===== config.mk =====
export PLATFORM = sky130hd
export DESIGN_NAME = shift_reg_sipo_framed_rx
export DESIGN_NICKNAME = d
export VERILOG_FILES = /design/src/rtl/shift_reg_sipo_framed_rx_pkg.sv /design/src/rtl/shift_reg_sipo_framed_rx_core.sv /design/src/rtl/shift_reg_sipo_framed_rx.sv
export SDC_FILE = /design/constraint.sdc
export NUM_CORES = 1
export LEC_CHECK = 0
export CAP_MARGIN = 20
export CELL_PAD_IN_SITES_DETAIL_PLACEMENT = 1
export CELL_PAD_IN_SITES_GLOBAL_PLACEMENT = 1
export CORE_ASPECT_RATIO = 2
export CORE_MARGIN = 2
export CORE_UTILIZATION = 38
export CTS_BUF_LIST = sky130_fd_sc_hd__clkbuf_16
export CTS_CLUSTER_DIAMETER = 80
export DETAILED_ROUTE_END_ITERATION = 10
export GPL_TIMING_DRIVEN = 1
export PLACE_DENSITY = 0.75
export SLEW_MARGIN = 10
export SYNTH_ARGS = -nofsm -noshare
export SYNTH_HDL_FRONTEND = slang
export SYNTH_SLANG_ARGS = --single-unit

===== constraint.sdc =====
create_clock -name C -period 1.4 [get_ports C]
set_input_delay 0.28 -clock C [delete_from_list [all_inputs] [get_ports C]]
set_output_delay 0.28 -clock C [all_outputs]
set_load 0.01 [all_outputs]

===== src/rtl/shift_reg_sipo_framed_rx_pkg.sv =====
// Shared definitions for the framed SIPO receiver: FSM encodings and a sizing helper.
// Latency: n/a (declarations only).
// Backpressure: n/a.
package shift_reg_sipo_framed_rx_pkg;

    // FSM encodings. Plain constants rather than an enum so the state register
    // stays a simple vector that older tools and netlists can follow.
    localparam logic [0:0] ST_IDLE  = 1'b0;
    localparam logic [0:0] ST_SHIFT = 1'b1;

    // Ceiling log2, used to size the bit counter at elaboration time.
    // clog2(1) = 0, clog2(9) = 4, clog2(33) = 6.
    function automatic int clog2(input int value);
        int result;
        int v;
        result = 0;
        v      = value - 1;
        while (v > 0) begin
            result = result + 1;
            v      = v >> 1;
        end
        return result;
    endfunction

endpackage


===== src/rtl/shift_reg_sipo_framed_rx_core.sv =====
// Enabled shift register with a first-bit load; direction chosen by MSB_FIRST.
// Latency: sreg updates on the clock edge; sreg_nxt is the same-cycle combinational next value.
// Backpressure: none; the caller decides when load/en are asserted.
//
// Ports:
//   clk      clock, all state changes on the posedge
//   rst      synchronous active-high reset, clears the register
//   en       shift SI into the register this cycle
//   load     start a new word: register becomes SI in the first-bit position,
//            all other bits cleared; takes priority over en
//   si       serial data in
//   sreg     current register contents
//   sreg_nxt value the register takes at the next edge (used to capture a word on
//            the same edge its last bit is sampled)
module shift_reg_sipo_core #(
    parameter int WIDTH     = 8,
    parameter bit MSB_FIRST = 1'b1
) (
    input  logic             clk,
    input  logic             rst,
    input  logic             en,
    input  logic             load,
    input  logic             si,
    output logic [WIDTH-1:0] sreg,
    output logic [WIDTH-1:0] sreg_nxt
);

    logic [WIDTH-1:0] shifted;
    logic [WIDTH-1:0] first_bit;

    // The first bit is placed where WIDTH-1 further shifts will carry it to the
    // word's bit-0 landing position: Q[WIDTH-1] for MSB-first, Q[0] otherwise.
    generate
        if (MSB_FIRST) begin : g_msb_first
            assign shifted   = {sreg[WIDTH-2:0], si};
            assign first_bit = {{(WIDTH-1){1'b0}}, si};
        end else begin : g_lsb_first
            assign shifted   = {si, sreg[WIDTH-1:1]};
            assign first_bit = {si, {(WIDTH-1){1'b0}}};
        end
    endgenerate

    always_comb begin
        sreg_nxt = sreg;
        if (load) begin
            sreg_nxt = first_bit;
        end else if (en) begin
            sreg_nxt = shifted;
        end
    end

    always_ff @(posedge clk) begin
        if (rst) begin
            sreg <= '0;
        end else begin
            sreg <= sreg_nxt;
        end
    end

endmodule


===== src/rtl/shift_reg_sipo_framed_rx.sv =====
// Framed serial-in/parallel-out receiver: FSYNC starts a word, WIDTH bits complete it.
// Latency: zero; Q/VALID update on the same edge that samples the last serial bit.
// Backpressure: single output slot with VALID/READY; a word completing into a full,
//               non-draining slot is dropped and sets the sticky OVR flag.
//
// Ports:
//   C       clock
//   R       synchronous active-high reset, overrides every other input
//   SEN     shift enable; SI and FSYNC are only looked at when SEN=1
//   SI      serial data in
//   FSYNC   SI sampled this cycle is bit 0 of a new word
//   Q       received word (registered, stable while VALID=1 and READY=0)
//   VALID   Q holds an unconsumed word
//   READY   consumer takes Q when VALID=1 and READY=1
//   OVR     sticky overrun, cleared only by R
//   BITCNT  bits collected in the current word, 0 when idle
module shift_reg_sipo_framed_rx
    import shift_reg_sipo_framed_rx_pkg::*;
#(
    parameter int WIDTH     = 8,
    parameter bit MSB_FIRST = 1'b1
) (
    input  logic                          C,
    input  logic                          R,
    input  logic                          SEN,
    input  logic                          SI,
    input  logic                          FSYNC,
    output logic [WIDTH-1:0]              Q,
    output logic                          VALID,
    input  logic                          READY,
    output logic                          OVR,
    output logic [clog2(WIDTH+1)-1:0]     BITCNT
);

    localparam int CW = clog2(WIDTH + 1);
    localparam logic [CW-1:0] CNT_ONE  = CW'(1);
    localparam logic [CW-1:0] CNT_LAST = CW'(WIDTH - 1);

    logic [0:0]       state;
    logic [WIDTH-1:0] sreg;
    logic [WIDTH-1:0] sreg_nxt;

    logic in_shift;
    logic start;      // SEN & FSYNC: begin a word, or resync one in progress
    logic shift_en;   // ordinary data bit inside a word
    logic last_bit;
    logic complete;   // this cycle's SI finishes the word
    logic drain;      // consumer takes the current Q this cycle
    logic accept;     // completed word may be written into the output slot

    assign in_shift = (state == ST_SHIFT);
    assign start    = SEN & FSYNC;
    assign shift_en = SEN & ~FSYNC & in_shift;
    assign last_bit = (BITCNT == CNT_LAST);
    // FSYNC on what would be the last bit is a resync, so it never completes.
    assign complete = shift_en & last_bit;
    assign drain    = VALID & READY;
    // Slot is writable if empty or being emptied on this very edge.
    assign accept   = complete & (~VALID | READY);

    shift_reg_sipo_core #(
        .WIDTH     (WIDTH),
        .MSB_FIRST (MSB_FIRST)
    ) u_core (
        .clk      (C),
        .rst      (R),
        .en       (shift_en),
        .load     (start),
        .si       (SI),
        .sreg     (sreg),
        .sreg_nxt (sreg_nxt)
    );

    // Framing FSM and bit counter.
    always_ff @(posedge C) begin
        if (R) begin
            state  <= ST_IDLE;
            BITCNT <= '0;
        end else begin
            case (state)
                ST_IDLE: begin
                    if (start) begin
                        state  <= ST_SHIFT;
                        BITCNT <= CNT_ONE;
                    end
                end
                ST_SHIFT: begin
                    if (start) begin
                        BITCNT <= CNT_ONE;
                    end else if (SEN) begin
                        if (last_bit) begin
                            // Each word needs its own FSYNC, so go back to idle.
                            state  <= ST_IDLE;
                            BITCNT <= '0;
                        end else begin
                            BITCNT <= BITCNT + CNT_ONE;
                        end
                    end
                end
                default: begin
                    state  <= ST_IDLE;
                    BITCNT <= '0;
                end
            endcase
        end
    end

    // Output slot, handshake and overrun flag. The word captured is sreg_nxt,
    // i.e. the shifted value including the SI sampled this cycle.
    always_ff @(posedge C) begin
        if (R) begin
            Q     <= '0;
            VALID <= 1'b0;
            OVR   <= 1'b0;
        end else begin
            if (complete) begin
                if (accept) begin
                    Q     <= sreg_nxt;
                    VALID <= 1'b1;
                end else begin
                    OVR   <= 1'b1;
                end
            end else if (drain) begin
                VALID <= 1'b0;
            end
        end
    end

    // Q must not move underneath a consumer that has not yet taken it.
    a_q_stable : assert property (@(posedge C) disable iff (R)
        (VALID && !READY) |=> $stable(Q));

    // The counter never reaches WIDTH: the last bit returns it to zero.
    a_bitcnt_range : assert property (@(posedge C) disable iff (R)
        BITCNT < CW'(WIDTH));

    // The overrun flag only clears on reset.
    a_ovr_sticky : assert property (@(posedge C) disable iff (R)
        OVR |=> OVR);

endmodule


Yosys cells after proc, flatten, opt, wreduce, memory -nomap -nowiden
Index checks and enable logic that the tools add are counted.

word-level totals
  memory bits (writable) = 0
  word-level logic and storage cells = 42
  bits in read-only memories = 0
  input bits = 6
  bits in registers = 23
  output and inout port bits = 14
  bits in latches = 0
  memories kept = 0

cells by class
  bitwise gates (word level) = 11
  shifts and indexed selects = 0
  $mul = 0
  $add $sub $neg = 1
  divide/modulo/power cells = 0
  reduce and logical (&&, ||, !) cells = 5
  equality and inequality tests = 4
  magnitude comparators = 0
  muxes and demuxes = 15

operators with widths
  operator               number
  $mux W4                4
  $mux W8                2
  $pmux W4 S2            1
  $reduce_and A2 Y1      4
  $mux W1                7
  $and A1 B1 Y1          6
  $add A4 B1 Y4 const B  1
  $eq A4 B3 Y1 const B   1
  $not A1 Y1             4
  $ne A3 B2 Y1 const B   1
  $ne A2 B1 Y1 const B   1
  $ne A2 B2 Y1 const B   1
  $pmux W1 S2            1
  $reduce_bool A2 Y1     1
  $or A1 B1 Y1           1

Longest topological paths before layout
  word-level depth = 7
  gate-level depth with buffers = 5
  gate-level depth less buffers = 4

Cells and area by module
From an unflattened synthesis, not the netlist that was laid out.

unflattened totals
  cell total of the unflattened synthesis = 111
  area, all modules = 1053.5 µm²

modules (own cells, without submodules)
  module                    cells an instance  area each (µm²)  times used
  shift_reg_sipo_framed_rx  74                 714.4            1
  shift_reg_sipo_core       37                 339.1            1

Worst setup path after synthesis
Ideal clock, no wire load.

  path kind = reg-to-reg
  start point = register BITCNT[0]
  end point = register Q[1]
  path buffers = 1
  arrival = 1267 ps
  stages on the path, launching flop included = 6
  slack = 54 ps
  cells stage by stage = dfxtp_1 > ha_1 > and4b_1 > and3_1 > buf_4 > a211oi_2

on the way
  word-level cells in the longest chain between the ends = 4

RTL lines
  what                           line                             RTL
  from (decl)                    shift_reg_sipo_framed_rx.sv:32   output logic [clog2(WIDTH+1)-1:0] BITCNT
  from (signal assigned)         shift_reg_sipo_framed_rx.sv:96   BITCNT <= BITCNT + CNT_ONE;
  $eq A4 B3 Y1 *                 shift_reg_sipo_framed_rx.sv:54   assign last_bit = (BITCNT == CNT_LAST);
  $and A1 B1 Y1 *                shift_reg_sipo_framed_rx.sv:56   assign complete = shift_en & last_bit;
  $and A1 B1 Y1                  shift_reg_sipo_framed_rx.sv:59   assign accept = complete & (~VALID | READY);
  $reduce_and A2 Y1 (no line) *  -
  to (signal assigned)           shift_reg_sipo_framed_rx.sv:118  Q <= sreg_nxt;
  to (decl)                      shift_reg_sipo_framed_rx.sv:28   output logic [WIDTH-1:0] Q,

Mark *: on every way between the ends. The rest lies on a longest branch, timed or not.
A chain may end at the register's enable or synchronous reset.

Worst setup path after layout
  start point = register BITCNT[0]
  end point = register BITCNT[0]

on the way
  word-level cells in the longest chain between the ends = 5
  elaborated cells between the ends (all ways) = 6

RTL lines
  what                                                  line                                                            RTL
  $add A4 B1 Y4 / $eq A4 B3 Y1 (equally long branches)  shift_reg_sipo_framed_rx.sv:96, shift_reg_sipo_framed_rx.sv:54
  $mux W4 *                                             shift_reg_sipo_framed_rx.sv:91                                  if (last_bit) begin
  $mux W4 *                                             shift_reg_sipo_framed_rx.sv:90                                  end else if (SEN) begin
  $mux W4 *                                             shift_reg_sipo_framed_rx.sv:88                                  if (start) begin
  $pmux W4 S2 *                                         shift_reg_sipo_framed_rx.sv:80                                  case (state)

Mark *: on every way between the ends. The rest lies on a longest branch, timed or not. The select of a mux whose other input is x is not followed.

==> metrics.md <==
| Metric | Value |
|---|---|
| Clk network pwr share | 0.440 |
| Switching share of power | 0.220 |
| CTS tree | done |
| Area delta synth->final | 39.5% |
| Utilization after layout | 0.548 |
| XOR/XNOR Fraction of Synth Area | 0.00824 |
| Clock buffer depth | 2 |
| Comb power frac | 0.087 |
| First-pass GRT wire length | 4.94 mm |
| Power Total | 0.00142 W |
| Static Leakage | approximately 0.66 nW |
| Worst-path cell chain | ha_2 -> buf_6 -> nand3b_1 -> or3b_1 -> a31oi_1 |
| Top cell type by total area after synthesis | dfxtp_1 |
| Gr ovfl total | 0 |
| Crit. End Element | flop |
| Routed WL | 3.01 mm |
| Post-Synth Adder-Cell Area | 0.0118 |
| PD cells | ~960 mW/mm^2 |
| FMAX | 0.756 GHz |
| Critical path's top delay family | simple AND/OR/NAND/NOR gates |
| Largest net degree at the start of global routing | 17 |
| Sequential fraction of the synthesis area | 0.433 |
| Die width | 41.4 um |
| Worst Tran Pin Value | ~0.28 ns |
| Final Max Slew Viols | 0 |
| Area contributors post-synth | dfxtp_1 43%, a211oi_2 7.1%, and4b_1 6.6% |
| Synthesis-stage register bit count | 23 |
| Crit Path Class | flop to flop |
| Synthesized area | 0.00106 mm^2 |
| Critical Path RT | between 1.5 and 2 ns |
| Period minus WS final | 1.32 ns |
| Initial Utilization | 0.393 |
| Status | finished clean |
| Commonest non-fill, non-tap cell in the layout | dfxtp_1 |
| Die height | 78.8 um |
| Crit path largest cell delay | ~0.35 ns |
| Hold crit path type | flop to flop |
| Worst Skew | 0.00271 ns |
| Antenna diode count | 0 |
| Worst path arrival time | 1.50 ns |
| Internal | 0.00111 W |
| Post-synth EDFFs | 0 |
| Largest family of logic cells by synthesized area | compound AO/OA/AOI/OAI gates |
| Peak VDD IR | 953 uV |
| Final period util | 0.945 |
| Core area | 0.00270 mm^2 |
| Layout cells sized above 1 | 0.291 |
| DIE AREA | about 0.0033 mm^2 |
| Max_cap viols | 0 |
| Clk_lat worst skew | 0.26 ns |
| Distinct cells, synth | 33 |
| Initial drt markers | 10 |
| Async set-reset flop share out of synthesis | 0 |
| Endpoint with the worst hold slack | OVR |
| Slowest cell on crit path | or3b_1 |
| Max_slew headroom | 0.809 |
| Total Routing Usage GR | 0.219 |
| I/O Pins | 20 |
| CTS HTree Levels | 1 |
| Critical path startpoint category | flop |
| Detailed placement HPWL | 2.23 mm |
| Post-route DRC violation count | 0 |
| Fraction of the mapped netlist area in simple logic gates | 0.226 |
| Worst Path Buf+Inv | 1 |
| PortBufs | 19 |
| Root buffer cell | clkbuf_16 |
| Layout Nets | 149 |
| Mux cell area share after synthesis | 0.00942 |
| Crit path max fanout | 2 |
| NetSw | 0.000311 W |
| Post-DRT Antenna Nets | 0 |
| GP Congestion | 0.729 |
| Critical R2R Launch | BITCNT[0] |
| Initial antenna violation count | 0 |
| Top cell type's share of synthesized area | 0.433 |
| Ys flop type | dfxtp_1 |
| Clock sinks | 23 |
| Syn_area_per_cell | 9.84 um^2 |
| Vias/cell | 5.60 |
| DR pass1 iterations | 3 |
| Worst-case reg-to-reg path depth | 5 |
| Synthesized net count | approximately 120 |
| Worst-path clk slew | 0.06 ns |
| Worst hold path depth | 2 |
| Post-synthesis compound-gate area fraction | 0.243 |
| CTS buffer count | 3 |
| Drt wl/cell | approximately 18 um |
| R2r setup slk | 0.08 ns |
| Via count | around 950 |
| R2R Path End | BITCNT[0] |
| # setup viols final | 0 |
| Mapped Cells | 108 |
| Final hold slack | ~0.50 ns |
| Yosys warning count | 0 |
| Final Hold Viols | 0 |
| Seq pwr share | 0.473 |
| FP Rows | 27 |
| Hold Path Origin | OVR |
| Vias in the first global route | 1,010 |
| Highest-count cells in the layout ignoring fill and taps | 19 x dfxtp_1, 16 x buf_4, 15 x dlygate4sd2_1, 10 x nor2_1 |
-- per-layer routing --
metal,routed length [um],vias up,track usage
met2,1700,14,0.375
li1,-,468,-
met1,1190,465,0.256
met5,0,-,0
met3,68,5,0.0335
met4,55,0,0.0774
-- power by group through the flow --
stage / logic [W] / registers [W] / clock network [W]
6_report: 0.000123 / 0.000671 / 0.000623
5_1_grt: 0.000133 / 0.000671 / 0.000655
4_1_cts: 0.000122 / 0.000669 / 0.000625
3_5_place_dp: 0.000120 / 0.000684 / 0
2_1_floorplan: 0.0000496 / 0.000682 / 0
3_3_place_gp: 0.000116 / 0.000683 / 0
-- state kept, by name (all words and copies together) (netlist names) --
| signal | flops |
|---|---|
| BITCNT | 4 |
| OVR | 1 |
| Q | 8 |
| VALID | 1 |
| in_shift | 1 |
| u_core.sreg | 8 |
-- timing repair --
item,4_1_cts,5_1_grt
endpoints found under the hold margin,0,0
buffers inserted,0,0
pin swaps,2,3
cloned,0,0
hold buffers,0,0
endpoints found under the setup margin,26,8
resized for setup,22,7
-- cell type report --
type / instances / area (um^2)
Fill cell: 320 / 1220
Multi-Input combinational cell: 74 / 557
Sequential cell: 23 / 465
Timing Repair Buffer: 38 / 337
Clock buffer: 3 / 75.1
Tap cell: 29 / 36.3
Inverter: 2 / 7.51
Clock inverter: 1 / 3.75
-- worst reg2reg max path: cells and delay by family (launching register included) --
| family | cells | cell delay, ns |
|---|---|---|
| flops | 1 | 0.33 |
| buf+inv | 1 | 0.11 |
| fa+ha+maj | 1 | 0.19 |
| simple gates | 2 | 0.45 |
| compound gates | 1 | 0.17 |
-- Yosys cell counts, drive strengths merged (3+ instances only) --
cell type / instances
a211oi: 13
nor2: 11
and4b: 7
o21ai: 3
a31oi: 9
dfxtp: 23
a21oi: 5
nand2: 4
buf: 7
nor2b: 3
and2b: 4
-- cell families (layout without fill, tap and decap cells) --
logic type | after synthesis | in the layout
and+or+nand+nor | 37 | 37
AOI/OAI and AO/OA | 34 | 34
DFF | 23 | 23
buffers and inverters | 11 | 44
adders and majority gates | 1 | 1
xor gates and xnor gates | 1 | 1
muxes | 1 | 1
-- worst max-delay path by stage --
stage	from	to	slack (ns)	depth (start not counted)
global route	BITCNT[1]	Q[5]	-0.02	5
finish	BITCNT[0]	BITCNT[0]	0.08	5
CTS	FSYNC	Q[6]	0.002	5
detailed placement	SEN	Q[3]	-0.38	4
global placement	SEN	Q[5]	-0.32	5
floorplan	BITCNT[0]	Q[1]	0.05	5
-- per-stage QoR --
| stage | std cells | TNS (ns) | area [um^2] | worst slack, ns |
|---|---|---|---|---|
| after CTS | 170 | 0 | 1460 | 0.00162 |
| final | 170 | 0 | 1480 | 0.0765 |
| after detailed placement | 166 | -5.61 | 1380 | -0.376 |
| after floorplan | 108 | 0 | 1060 | 0.0538 |
| after global routing | 170 | -0.0286 | 1480 | -0.0216 |
| after global placement | 166 | -4.56 | 1380 | -0.321 |
No activity file was read; power rests on OpenSTA's default activity.
